--- src/rtl/alu_seq.sv ---
// Handshaked RV32I ALU: registered single-cycle ops plus an iterative restoring divider.
// Optional signed DIV/REM support is enabled with the ALU_SEQ_SIGNED_DIV_EN macro.
module alu_seq #(
    parameter  int WIDTH        = 32,
    parameter  int SHAMT_W      = $clog2(WIDTH),
    localparam int ALU_OP_WIDTH = 7
) (
    input  logic                    clk,
    input  logic                    rst,
    input  logic                    valid_i,
    output logic                    ready_o,
    input  logic [ALU_OP_WIDTH-1:0] operator_i,
    input  logic [WIDTH-1:0]        operand_a_i,
    input  logic [WIDTH-1:0]        operand_b_i,
    output logic                    valid_o,
    input  logic                    ready_i,
    output logic [WIDTH-1:0]        result_o,
    output logic                    busy_o
);

    localparam logic [ALU_OP_WIDTH-1:0] ALU_ADD  = 7'b0011000;
    localparam logic [ALU_OP_WIDTH-1:0] ALU_SUB  = 7'b0011001;
    localparam logic [ALU_OP_WIDTH-1:0] ALU_XOR  = 7'b0101111;
    localparam logic [ALU_OP_WIDTH-1:0] ALU_OR   = 7'b0101110;
    localparam logic [ALU_OP_WIDTH-1:0] ALU_AND  = 7'b0010101;
    localparam logic [ALU_OP_WIDTH-1:0] ALU_SRA  = 7'b0100100;
    localparam logic [ALU_OP_WIDTH-1:0] ALU_SRL  = 7'b0100101;
    localparam logic [ALU_OP_WIDTH-1:0] ALU_SLL  = 7'b0100111;
    localparam logic [ALU_OP_WIDTH-1:0] ALU_SLTS = 7'b0000010;
    localparam logic [ALU_OP_WIDTH-1:0] ALU_SLTU = 7'b0000011;
    localparam logic [ALU_OP_WIDTH-1:0] ALU_DIVU = 7'b0110000;
    localparam logic [ALU_OP_WIDTH-1:0] ALU_REMU = 7'b0110010;
`ifdef ALU_SEQ_SIGNED_DIV_EN
    localparam logic [ALU_OP_WIDTH-1:0] ALU_DIV  = 7'b0110001;
    localparam logic [ALU_OP_WIDTH-1:0] ALU_REM  = 7'b0110011;
`endif
    localparam int CNT_W = $clog2(WIDTH);
    localparam logic [WIDTH-1:0] MOST_NEG = {1'b1, {(WIDTH-1){1'b0}}};

    typedef enum logic {S_IDLE = 1'b0, S_DIV = 1'b1} state_t;

    state_t             r_state;
    state_t             w_state_nxt;
    logic [CNT_W-1:0]   r_cnt;
    logic [WIDTH-1:0]   r_dvd;
    logic [WIDTH-1:0]   r_dsr;
    logic [WIDTH-1:0]   r_rem;
    logic               r_op_rem;
    logic               r_neg_q;
    logic               r_neg_r;
    logic               r_valid;
    logic [WIDTH-1:0]   r_result;

    logic               w_accept;
    logic               w_drain;
    logic               w_is_div;
    logic               w_is_signed;
    logic               w_op_rem;
    logic               w_ovf;
    logic               w_long;
    logic               w_step;
    logic               w_last;
    logic               w_ge;
    logic [WIDTH:0]     w_rem_sh;
    logic [WIDTH-1:0]   w_rem_nxt;
    logic [WIDTH-1:0]   w_quo_nxt;
    logic [WIDTH-1:0]   w_div_res;
    logic [WIDTH-1:0]   w_mag_a;
    logic [WIDTH-1:0]   w_mag_b;

    // Single-cycle result; divide ops only land here for the zero-divisor and overflow cases.
    function automatic logic [WIDTH-1:0] f_alu(
        input logic [ALU_OP_WIDTH-1:0] op,
        input logic [WIDTH-1:0]        a,
        input logic [WIDTH-1:0]        b
    );
        logic signed [WIDTH-1:0] sa;
        logic signed [WIDTH-1:0] sb;
        logic [SHAMT_W-1:0]      sh;
        sa = a;
        sb = b;
        sh = b[SHAMT_W-1:0];
        f_alu = '0;
        case (op)
            ALU_ADD:  f_alu = a + b;
            ALU_SUB:  f_alu = a - b;
            ALU_AND:  f_alu = a & b;
            ALU_OR:   f_alu = a | b;
            ALU_XOR:  f_alu = a ^ b;
            ALU_SLL:  f_alu = a << sh;
            ALU_SRL:  f_alu = a >> sh;
            ALU_SRA:  f_alu = sa >>> sh;
            ALU_SLTS: f_alu = {{(WIDTH-1){1'b0}}, sa < sb};
            ALU_SLTU: f_alu = {{(WIDTH-1){1'b0}}, a < b};
            ALU_DIVU: f_alu = '1;
            ALU_REMU: f_alu = a;
`ifdef ALU_SEQ_SIGNED_DIV_EN
            ALU_DIV:  f_alu = (b == '0) ? '1 : MOST_NEG;
            ALU_REM:  f_alu = (b == '0) ? a : '0;
`endif
            default:  f_alu = '0;
        endcase
    endfunction

    always_comb begin
        w_is_signed = 1'b0;
        w_is_div    = (operator_i == ALU_DIVU) || (operator_i == ALU_REMU);
        w_op_rem    = (operator_i == ALU_REMU);
`ifdef ALU_SEQ_SIGNED_DIV_EN
        if ((operator_i == ALU_DIV) || (operator_i == ALU_REM)) begin
            w_is_div    = 1'b1;
            w_is_signed = 1'b1;
            w_op_rem    = (operator_i == ALU_REM);
        end
`endif
    end

    assign w_ovf    = w_is_signed & (operand_a_i == MOST_NEG) & (&operand_b_i);
    assign w_long   = w_is_div & (|operand_b_i) & ~w_ovf;
    assign w_mag_a  = (w_is_signed & operand_a_i[WIDTH-1]) ? -operand_a_i : operand_a_i;
    assign w_mag_b  = (w_is_signed & operand_b_i[WIDTH-1]) ? -operand_b_i : operand_b_i;

    assign w_accept = valid_i & ready_o;
    assign w_drain  = r_valid & ready_i;
    // The last iteration waits for an undrained result so it is never overwritten.
    assign w_step   = (r_state == S_DIV) & ~((r_cnt == '0) & r_valid & ~ready_i);
    assign w_last   = w_step & (r_cnt == '0);

    assign w_rem_sh  = {r_rem, r_dvd[WIDTH-1]};
    assign w_ge      = (w_rem_sh >= {1'b0, r_dsr});
    assign w_rem_nxt = w_ge ? WIDTH'(w_rem_sh - {1'b0, r_dsr}) : w_rem_sh[WIDTH-1:0];
    assign w_quo_nxt = {r_dvd[WIDTH-2:0], w_ge};
    assign w_div_res = r_op_rem ? (r_neg_r ? -w_rem_nxt : w_rem_nxt)
                                : (r_neg_q ? -w_quo_nxt : w_quo_nxt);

    always_ff @(posedge clk or posedge rst) begin
        if (rst) begin
            r_state <= S_IDLE;
        end else begin
            r_state <= w_state_nxt;
        end
    end

    always_comb begin
        w_state_nxt = r_state;
        case (r_state)
            S_IDLE:  if (w_accept && w_long) w_state_nxt = S_DIV;
            S_DIV:   if (w_last) w_state_nxt = S_IDLE;
            default: w_state_nxt = S_IDLE;
        endcase
    end

    always_comb begin
        busy_o  = (r_state == S_DIV);
        ready_o = (r_state == S_IDLE) & (~r_valid | ready_i);
    end

    // Divider operand / iteration stage
    always_ff @(posedge clk or posedge rst) begin
        if (rst) begin
            r_cnt    <= '0;
            r_dvd    <= '0;
            r_dsr    <= '0;
            r_rem    <= '0;
            r_op_rem <= 1'b0;
            r_neg_q  <= 1'b0;
            r_neg_r  <= 1'b0;
        end else if (w_accept && w_long) begin
            r_cnt    <= CNT_W'(WIDTH - 1);
            r_dvd    <= w_mag_a;
            r_dsr    <= w_mag_b;
            r_rem    <= '0;
            r_op_rem <= w_op_rem;
            r_neg_q  <= w_is_signed & (operand_a_i[WIDTH-1] ^ operand_b_i[WIDTH-1]);
            r_neg_r  <= w_is_signed & operand_a_i[WIDTH-1];
        end else if (w_step) begin
            r_rem <= w_rem_nxt;
            r_dvd <= w_quo_nxt;
            if (r_cnt != '0) r_cnt <= r_cnt - 1'b1;
        end
    end

    // Single-entry output register
    always_ff @(posedge clk or posedge rst) begin
        if (rst) begin
            r_valid  <= 1'b0;
            r_result <= '0;
        end else if (w_accept && !w_long) begin
            r_valid  <= 1'b1;
            r_result <= f_alu(operator_i, operand_a_i, operand_b_i);
        end else if (w_last) begin
            r_valid  <= 1'b1;
            r_result <= w_div_res;
        end else if (w_drain) begin
            r_valid  <= 1'b0;
        end
    end

    assign valid_o  = r_valid;
    assign result_o = r_result;

endmodule

--- config.mk ---
export PLATFORM = sky130hd
export DESIGN_NAME = alu_seq
export DESIGN_NICKNAME = d
export VERILOG_FILES = /design/src/rtl/alu_seq.sv
export SDC_FILE = /design/constraint.sdc
export NUM_CORES = 1
export LEC_CHECK = 0
export ABC_AREA = 1
export BUFFER_PORTS_ARGS = -buffer_cell sky130_fd_sc_hd__buf_2
export CORE_MARGIN = 4
export CORE_UTILIZATION = 40
export DETAILED_ROUTE_END_ITERATION = 10
export PLACE_DENSITY = 0.65
export SLEW_MARGIN = 20
export SYNTH_ARGS = -nofsm -noshare
export SYNTH_HDL_FRONTEND = slang
export SYNTH_SLANG_ARGS = --single-unit
--- constraint.sdc ---
create_clock -name clk -period 13.2 [get_ports clk]
set_input_delay 2.64 -clock clk [delete_from_list [all_inputs] [get_ports clk]]
set_output_delay 2.64 -clock clk [all_outputs]
set_load 0.005 [all_outputs]
; Yosys cells after proc, flatten, opt, wreduce, memory -nomap -nowiden
; Cells that the tools add are included.
[totals]
out_inout_bits = 35
register_bits = 136
word_cells = 76
rom_bits = 0
mem_bits_rw = 0
latchBits = 0
in_bits = 75
memories = 0
[op_classes]
bitwise = 16
n_eq_ne = 12
n_mul = 0
reduce_logical = 12
order_cmp = 3
mux = 18
n_addsub = 4
n_shift = 3
n_div = 0
[ops]
columns = cell, n
row1 = $pmux 32 s12, 1
row2 = $mux 32, 8
row3 = $lt 32x32->1, 2
row4 = $sub 32x32->32, 2
row5 = $eq 7x6->1 const B, 7
row6 = $ge 33x32->1, 1
row7 = $add 32x32->32, 1
row8 = $and 32x32->32, 1
row9 = $or 32x32->32, 1
row10 = $reduce_or 32->1, 1
row11 = $shl 32x5->32, 1
row12 = $shr 32x5->32, 1
row13 = $sshr 32x5->32, 1
row14 = $xor 32x32->32, 1
row15 = $eq 7x5->1 const B, 3
row16 = $mux 5, 3
row17 = $eq 7x2->1 const B, 2
row18 = $and 1x1->1, 8
row19 = $reduce_bool 2->1, 3
row20 = $logic_not 5->1, 1
row21 = $mux 1, 5
row22 = $reduce_bool 5->1, 1
row23 = $sub 5x1->5 const B, 1
row24 = $not 1->1, 4
row25 = 7 further kinds, 8

; Depth between registers and ports, before layout
; Gate-level depths: netlist of the first run.
[depth]
depth_word = 8
mapped_depth = 22
depth_no_buf = 21

; Worst setup path before layout of the first run
; No wires, ideal clock.
[synth_path]
path_type = input to output
start = in ready_i
end = out ready_o
cell_stages = 2
path_slack_ps = 7741
arrival_ps = 2819
cell_sequence = nor2_1 -> nor2_1
[synth_via]
elab_chain_cells = 2
[synth_lines]
columns = element, line
row1 = "start, declared", 16  ; input logic ready_i,
row2 = $or 1x1->1, 155  ; ready_o = (r_state == S_IDLE) & (~r_valid | ready_i);
row3 = $and 1x1->1, 155
row4 = "end, declared", 11  ; output logic ready_o,
; No other way between the ends.

; Final worst setup path of the first run
[layout_path]
start = in operand_b_i[2]
end = reg r_result[21], in the netlist result_o[21]
[layout_via]
elab_chain_cells = 5
elab_cells_between_ends = 12
cone_classes = add/sub (2) / shift (3) / mux (2) / bitwise (1) / reduce/logical (4)
[layout_lines]
columns = element, line
row1 = "start, declared", 14  ; input logic [WIDTH-1:0] operand_b_i,
row2 = branches (longest 5 deep; another with $sub 32x32->32), n/a
row3 = "end signal, assigned", 190  ; r_result <= f_alu(operator_i, operand_a_i, operand_b_i);
row4 = "end signal, assigned", 193  ; r_result <= w_div_res;
row5 = "end, declared", 52  ; logic [WIDTH-1:0] r_result;
; Several ways; the timed one is not identified.
; A chain may end at the register's enable or synchronous reset.

==> results of run 1 <==
worst max-delay path by stage:
stage,startpoint,endpoint,slack [ns],depth (start not counted)
after CTS,operand_b_i[2],result_o[21]$_DFFE_PP0P_,6.64,15
final,operand_b_i[2],result_o[21]$_DFFE_PP0P_,6.41,15
after detailed placement,operand_b_i[2],result_o[21]$_DFFE_PP0P_,6.19,15
after global routing,operand_b_i[2],result_o[21]$_DFFE_PP0P_,6.18,15
after global placement,operand_b_i[2],result_o[21]$_DFFE_PP0P_,6.29,15
after floorplan,rst,busy_o$_DFF_PP0_,6.92,1
registers in the layout (all words and copies together) (netlist names):
name and flops:
r_dvd 32, r_cnt 5, result_o 32, busy_o 1, r_dsr 32, valid_o 1
r_rem 32, r_op_rem 1
metrics by stage:
step                power, W  hold slack (ns)  worst slack (ns)    util  cell area [µm²]
floorplan           0.002123           0.4530             6.921       -            19710
global placement    0.002633           0.4608             6.292  0.4202            20530
detailed placement  0.002643           0.4642             6.195  0.4202            20530
CTS                 0.003143           0.4824             6.638  0.4325            21130
global route        0.003439           0.5026             6.184  0.4326            21130
finish              0.003184           0.4804             6.412  0.4326            21130
synthesized netlist by cell type (14+ instances only):
cell	number	share of area
nand3b_1	16	0.0061
buf_1	14	0.0027
buf_2	70	0.018
nand4_1	51	0.016
o21bai_1	15	0.0057
nor2_2	17	0.0054
o21ai_0	118	0.030
xor2_1	15	0.0067
nand3_1	487	0.12
inv_2	19	0.0036
inv_1	432	0.082
o211ai_1	17	0.0065
nor3_1	23	0.0058
a21oi_1	144	0.037
o21ai_1	14	0.0036
o221ai_1	34	0.015
clkbuf_1	41	0.0078
nor2_1	319	0.061
o22ai_1	19	0.0060
a21o_1	28	0.011
nand2_1	1233	0.23
ha_1	138	0.088
dfrtp_1	136	0.17
kinds of logic after synthesis:
logic type	Yosys count	synth area share
multiplexers	1	0.0005078
buffers and inverters	594	0.1226
adder cells (fa/ha/maj)	141	0.09064
flip-flops	136	0.1727
XOR/XNOR	18	0.007998
AO/OA/AOI/OAI	399	0.1183
AND/OR/NAND/NOR	2226	0.4873
area by class of cell:
type,instances,area [µm²]
diodes,1,2.502
clock buffers,17,425.4
clock inverters,15,175.2
fillers,5588,27720
inverters,453,1705
multi-input cells,2785,13910
flip-flops and latches,136,3405
well taps,664,830.8
repair buffers,126,673.1
worst max-delay path: stages:
cell	delay, ns
buf_2	0.09
buf_4	0.30
inv_2	0.36
buf_4	0.46
nand2_1	0.21
nor3_1	0.35
nand3_1	0.19
o21ai_1	0.20
nand2_1	0.30
inv_2	0.74
nor2_4	0.33
inv_2	0.54
nand2_1	0.12
nor2_1	0.14
nor2_1	0.05
power by group:
part / total, W / internal (W) / switching (W)
clock network: 0.000491 / 0.000255 / 0.000236
logic: 0.00201 / 0.000645 / 0.00136
registers: 0.000686 / 0.000569 / 0.000117
metal layers:
metal	wire [µm]	share of wire	global-route usage	vias to the layer above
li1	-	-	-	11308
met1	39760	0.41	0.4698	11328
met2	41710	0.43	0.5502	1397
met3	9949	0.10	0.07000	281
met4	6617	0.067	0.1977	0
met5	0	0	0	-
==> qor.csv, run 1 <==
stage,metric,value,unit
global_route,GR Util All Layers,0.3572,
placement,placed cells,4164,
clocking,Setup Buffers After CTS,0,
timing,count of pins over their slew limit,0,
worst_hold_path,worst hold stages,2,
floorplan,number of cell rows,81,
clocking,CTS tree,done,
placement,Port Buffer Count,109,
clocking,CTS Hold Buffers Added,0,
worst_setup_path,Worst Reg-to-Reg Cells,15,
logic_synthesis,Synth Register Bits,136,
placement,Detailed Place HPWL,79100,µm
logic_synthesis,Netlist cell types,49,
worst_setup_path,r2r setup slk,9.60,ns
clocking,CTS root buf,clkbuf_16,
timing,clk_skew,0.02127,ns
detailed_routing,DRT iter0 DRCs,3100,
clocking,CTS resizes,0,
placement,routability cong.,1.062,
logic_synthesis,Synth Area per Inst,5.608,µm²
global_route,first-pass GRT wire length,143500,µm
worst_setup_path,worst r2r src,r_dsr[2]$_DFFE_PP0P_,
run_status,outcome,"complete, no violations",
logic_synthesis,Yosys Warn Count,0,
floorplan,Die H,230.0,µm
logic_synthesis,sequential fraction of the synthesis area,0.1727,
clocking,Worst-path clk slew,0.07,ns
logic_synthesis,synthesized area,19710,µm²
clocking,maximum root-to-sink buffer count,2,
timing,Slew @ Worst Pin,1.094,ns
timing,RSZ-0062 raised after global routing,false,
finish,"most common cell after layout, fill and taps aside",nand2_1,
timing,Slew Limit Headroom,0.2697,
pwr,Power Dens Cells,150.7,nW/µm²
timing,Max Clock Freq,0.1473,GHz
floorplan,area of the die,52890,µm²
detailed_routing,via count,24314,
logic_synthesis,Mapped Nets,3731,
worst_hold_path,HP Class,reg2reg,
logic_synthesis,Synth async-reset ratio,1.000,
detailed_routing,vias per inst,5.793,
timing,# setup viols final,0,
worst_setup_path,worst-path maximum fanout,60,
floorplan,Die Span X,230.0,µm
timing,final hold violation count,0,
global_route,largest net degree at the start of global routing,104,
detailed_routing,DRC Markers,0,
global_route,gr ovfl total,0,
finish,final std cells w/o fill,4197,
logic_synthesis,main flop type after synthesis,dfrtp_1,
timing,setup TNS,0,ns
flow_run,Max-Cap Viols,0,
finish,fin nets,3735,
floorplan,Starting Density,0.4035,
clocking,CTS buffer count,17,
worst_setup_path,RR Endpoint,result_o[8]$_DFFE_PP0P_,
detailed_routing,Pre-Repair DR Iteration Count,6,
detailed_routing,final antenna-violating net count,0,
finish,"commonest non-fill, non-tap cells in the layout","1,233 x nand2_1, 487 x nand3_1, 431 x inv_1",
finish,Layout area overhead,7.204,%
clocking,Num Clock Sinks,136,
worst_setup_path,Setup crit end kind,flop,
pwr,leakage,11.62,nW
floorplan,core area,48850,µm²
global_route,vias in the first global route,22616,
worst_setup_path,CP startpoint kind,primary input,
clocking,worst skew pair latency,0.46,ns
timing,crit path time final,6.788,ns
global_route,initial antenna violation count,1,
worst_setup_path,crit path kind,in2reg,
logic_synthesis,Post-synth EDFFs,0,
logic_synthesis,synthesized instance count,3515,
finish,share of cells above drive strength 1,0.06965,
timing,Final period util,0.5143,
floorplan,IO Count,110,
worst_hold_path,Hold EP,result_o[25]$_DFFE_PP0P_,
worst_setup_path,Critical Path RT,13.53,ns
pwr,Peak VDD IR,0.00009745,V
detailed_routing,WL final,98040,µm
worst_hold_path,Hold Startpoint,result_o[25]$_DFFE_PP0P_,
detailed_routing,wire per inst,23.36,µm
worst_setup_path,Critical Path AT,7.12,ns
clocking,H-tree depth,4,
No activity file was read; power rests on OpenSTA's default activity.
==> run 2, diff against run 1 <==
--- a/config.mk
+++ b/config.mk
@@ -5,7 +5,7 @@
 export SDC_FILE = /design/constraint.sdc
 export NUM_CORES = 1
 export LEC_CHECK = 0
-export ABC_AREA = 1
+export ABC_AREA = 0
 export BUFFER_PORTS_ARGS = -buffer_cell sky130_fd_sc_hd__buf_2
 export CORE_MARGIN = 4
 export CORE_UTILIZATION = 40
==> constraint.sdc (replaced) <==
create_clock -name clk -period 6.8 [get_ports clk]
set_input_delay 1.36 -clock clk [delete_from_list [all_inputs] [get_ports clk]]
set_output_delay 1.36 -clock clk [all_outputs]
set_load 0.005 [all_outputs]
==> run 2 against run 1 <==
Critical path depth down 3. Power is 34% higher. Cell count is 31% lower. Worst hold slack better by 0.017 ns. Register-to-register slack got worse by 7.2 ns. Flip-flop and latch count did not move. Global-route usage down 4.0 points. Synthesized area decreased by 13%. Combinational power hardly changed. First-iteration DRC count decreased by 34%. Cell area is 11% lower. Largest cell class unchanged.
==> qor.csv, run 2 <==
stage,metric,value,unit,change
pwr,part of the power in the clock network,0.243,,+0.089
clocking,CTS tree,done,,
global_route,largest net degree at the start of global routing,87,,-16%
clocking,CTS resizes,0,,unchanged
timing,count of pins over their slew limit,0,,unchanged
timing,"Worst Setup Slack, final",1.791,ns,-4.621 ns
floorplan,IO Count,110,,unchanged
timing,Hold WS,0.4974,ns,+0.01701 ns
clocking,maximum root-to-sink buffer count,2,,unchanged
finish,share of cells above drive strength 1,0.1167,,+0.04700
pwr,Peak VDD IR,0.0001940,V,+99%
clocking,worst skew pair latency,0.44,ns,-0.02 ns
timing,RSZ-0062 raised after global routing,false,,
global_route,vias in the first global route,17784,,-21%
worst_setup_path,Setup crit end kind,flop,,
detailed_routing,DRT iter0 DRCs,2036,,-34%
global_route,gr ovfl total,0,,unchanged
worst_setup_path,crit-path max cell delay,0.63,ns,-0.11 ns
clocking,CTS root buf,clkbuf_16,,
finish,"most common cell after layout, fill and taps aside",nand2_1,,
logic_synthesis,synthesized instance count,2308,,-34%
placement,placed cells,2852,,-32%
timing,setup TNS,0,ns,unchanged
worst_setup_path,CP cell instances,buf_4 -> inv_2 -> fa_1 -> nor3b_1 -> or3_4 -> a211oi_4 -> a21oi_1 -> nor3_2 -> nor2_1 -> o41a_1 -> a2111oi_0 -> o211ai_1,,
finish,Layout area overhead,8.751,%,
timing,Slew Limit Headroom,0.2568,,-0.01291
logic_synthesis,Netlist cell types,98,,+100%
finish,footprint of the multi-input gates,12620,µm²,-9.3%
pwr,leakage,8.391,nW,-28%
logic_synthesis,Synth async-reset ratio,1.000,,unchanged
logic_synthesis,Synth Register Bits,136,,unchanged
floorplan,Die Span X,215.6,µm,-6.2%
flow_run,Max-Cap Viols,0,,unchanged
detailed_routing,WL final,76870,µm,-22%
logic_synthesis,Mapped Nets,2524,,-32%
timing,clk_skew,0.009011,ns,-0.01225 ns
timing,Slew @ Worst Pin,1.111,ns,+0.01644 ns
detailed_routing,via count,18835,,-23%
logic_synthesis,sequential fraction of the synthesis area,0.1974,,+0.02472
timing,Max Clock Freq,0.1996,GHz,
detailed_routing,final antenna-violating net count,0,,unchanged
worst_hold_path,HP Class,reg2reg,,
clocking,Worst-path clk slew,0.06,ns,about the same
finish,fin nets,2510,,-33%
global_route,GR Util All Layers,0.3173,,-0.03991
pwr,Comb pwr share,0.472,,-0.158
worst_setup_path,crit path launch,operand_b_i[1],,
worst_setup_path,worst-path maximum fanout,53,,-12%
clocking,Num Clock Sinks,136,,unchanged
worst_setup_path,Critical Path AT,5.30,ns,-1.82 ns
timing,# setup viols final,0,,unchanged
detailed_routing,wire per inst,26.66,µm,+14%
logic_synthesis,synth cell count leaders,"300 x nand2_1, 202 x o21ai_0, 191 x a21oi_1, 185 x nor2_1, 138 x ha_1",,
worst_setup_path,worst r2r src,r_rem[10]$_DFFE_PP0P_,,
logic_synthesis,synthesized area,17240,µm²,-13%
clocking,CTS buffer count,17,,unchanged
clocking,Setup Buffers After CTS,0,,unchanged
finish,"commonest non-fill, non-tap cells in the layout","300 x nand2_1, 202 x o21ai_0, 191 x a21oi_1",,
floorplan,Starting Density,0.4074,,+0.003906
clocking,CTS Hold Buffers Added,0,,unchanged
finish,Fill cells,4347,,-22%
timing,Final period util,0.7366,,
pwr,sw frac,0.4349,,-0.1035
placement,pre-CTS setup slack,1.408,ns,-4.787 ns
timing,final hold violation count,0,,unchanged
detailed_routing,vias per inst,6.533,,+13%
floorplan,Die H,215.6,µm,-6.2%
pwr,P_sw,0.001857,W,+8.3%
detailed_routing,Pre-Repair DR Iteration Count,5,,-1
finish,Sequential Area,3403,µm²,about the same
worst_setup_path,crit path kind,in2reg,,
global_route,initial antenna violation count,1,,unchanged
logic_synthesis,Post-synth EDFFs,0,,unchanged
worst_setup_path,CP startpoint kind,primary input,,
pwr,cell internal pwr,0.002413,W,+64%
floorplan,core area,42320,µm²,-13%
floorplan,number of cell rows,75,,-7.4%
timing,crit path time final,5.009,ns,
pwr,Reg power frac,0.285,,+0.070
logic_synthesis,largest cells by area after synthesis,"dfrtp_1 20%, ha_1 10%, nand2_1 6.5%, o21ai_0 5.9%, a21oi_1 5.5%",,
finish,Final Core Density,0.4431,,+0.01049
floorplan,area of the die,46490,µm²,-12%
detailed_routing,DRC Markers,0,,unchanged
pwr,Power Dens Cells,227.7,nW/µm²,+51%
logic_synthesis,Yosys Warn Count,0,,unchanged
global_route,first-pass GRT wire length,114500,µm,-20%
finish,final std cells w/o fill,2883,,-31%
clocking,H-tree depth,4,,unchanged
worst_hold_path,Hold Startpoint,result_o[7]$_DFFE_PP0P_,,
worst_setup_path,slowest CP cell,a2111oi_0,,
logic_synthesis,Synth Area per Inst,7.471,µm²,+33%
logic_synthesis,most common cell in the netlist,nand2_1,,
placement,routability cong.,1.005,,-5.4%
worst_setup_path,Critical Path RT,7.09,ns,-6.44 ns
placement,Detailed Place HPWL,59130,µm,-25%
logic_synthesis,top cell type's share of synthesized area,0.1974,,-0.03742
logic_synthesis,main flop type after synthesis,dfrtp_1,,
finish,# diodes,0,,-1
run_status,outcome,"complete, no violations",,
placement,Port Buffer Count,109,,unchanged
logic_synthesis,top cell type by total area after synthesis,dfrtp_1,,
## run 2: worst max-delay path, delay by kind of cell
family	cells	cell delay, ns
AO/OA/AOI/OAI	5	1.65
adder cells (fa/ha/maj)	1	0.52
AND/OR/NAND/NOR	4	0.90
buffers and inverters	2	0.84
## run 2: metal layers
metal,GRT usage,routed length (µm),vias to the layer above
met4,0.1123,2735,2
met3,0.05935,6471,150
met2,0.4910,33940,934
met1,0.4437,33710,9269
li1,-,-,8480
met5,0,17,-
## run 2: final cells by class
class,instances,share of cell area
inverters,140,0.02829
clock inverters,10,0.008941
clock buffers,21,0.02562
repair buffers,143,0.04417
multi-input cells,1856,0.6730
flip-flops and latches,136,0.1815
well taps,577,0.03850
## run 2: per-stage QoR
step / instance area (µm²) / power, W
finish: 18750 / 0.004269
global route: 18750 / 0.004529
CTS: 18750 / 0.004241
detailed placement: 18100 / 0.003190
global placement: 18100 / 0.003159
floorplan: 17240 / 0.002599
## run 2: cells by family (layout without fill, tap and decap cells)
family	count (synthesis)	in the layout	share of synthesized area
AOI/OAI and AO/OA	840	840	0.3220
xor gates and xnor gates	36	36	0.01829
adders and majority gates	141	141	0.1036
buffers and inverters	316	314	0.07467
DFF	136	136	0.1974
muxes	144	144	0.1023
and+or+nand+nor	695	695	0.1817
## run 2: path summary, 6_finish.rpt
kind,end,slack [ns],cells after the start
setup / recovery,result_o[12]$_DFFE_PP0P_,1.79,12
hold / removal,result_o[7]$_DFFE_PP0P_,0.50,1
setup reg to reg,result_o[6]$_DFFE_PP0P_,2.38,11
hold reg to reg,result_o[7]$_DFFE_PP0P_,0.50,1
max in group asynchronous,r_rem[21]$_DFFE_PP0P_,4.45,3
min in group asynchronous,r_cnt[1]$_DFFE_PP0P_,1.07,2
## run 2: power by group through the flow
stage | clock network (W) | logic [W] | registers, W
6_report | 0.00104 | 0.00202 | 0.00121
5_1_grt | 0.00109 | 0.00220 | 0.00124
4_1_cts | 0.00105 | 0.00198 | 0.00121
3_5_place_dp | 0 | 0.00197 | 0.00122
3_3_place_gp | 0 | 0.00194 | 0.00122
2_1_floorplan | 0 | 0.00144 | 0.00116
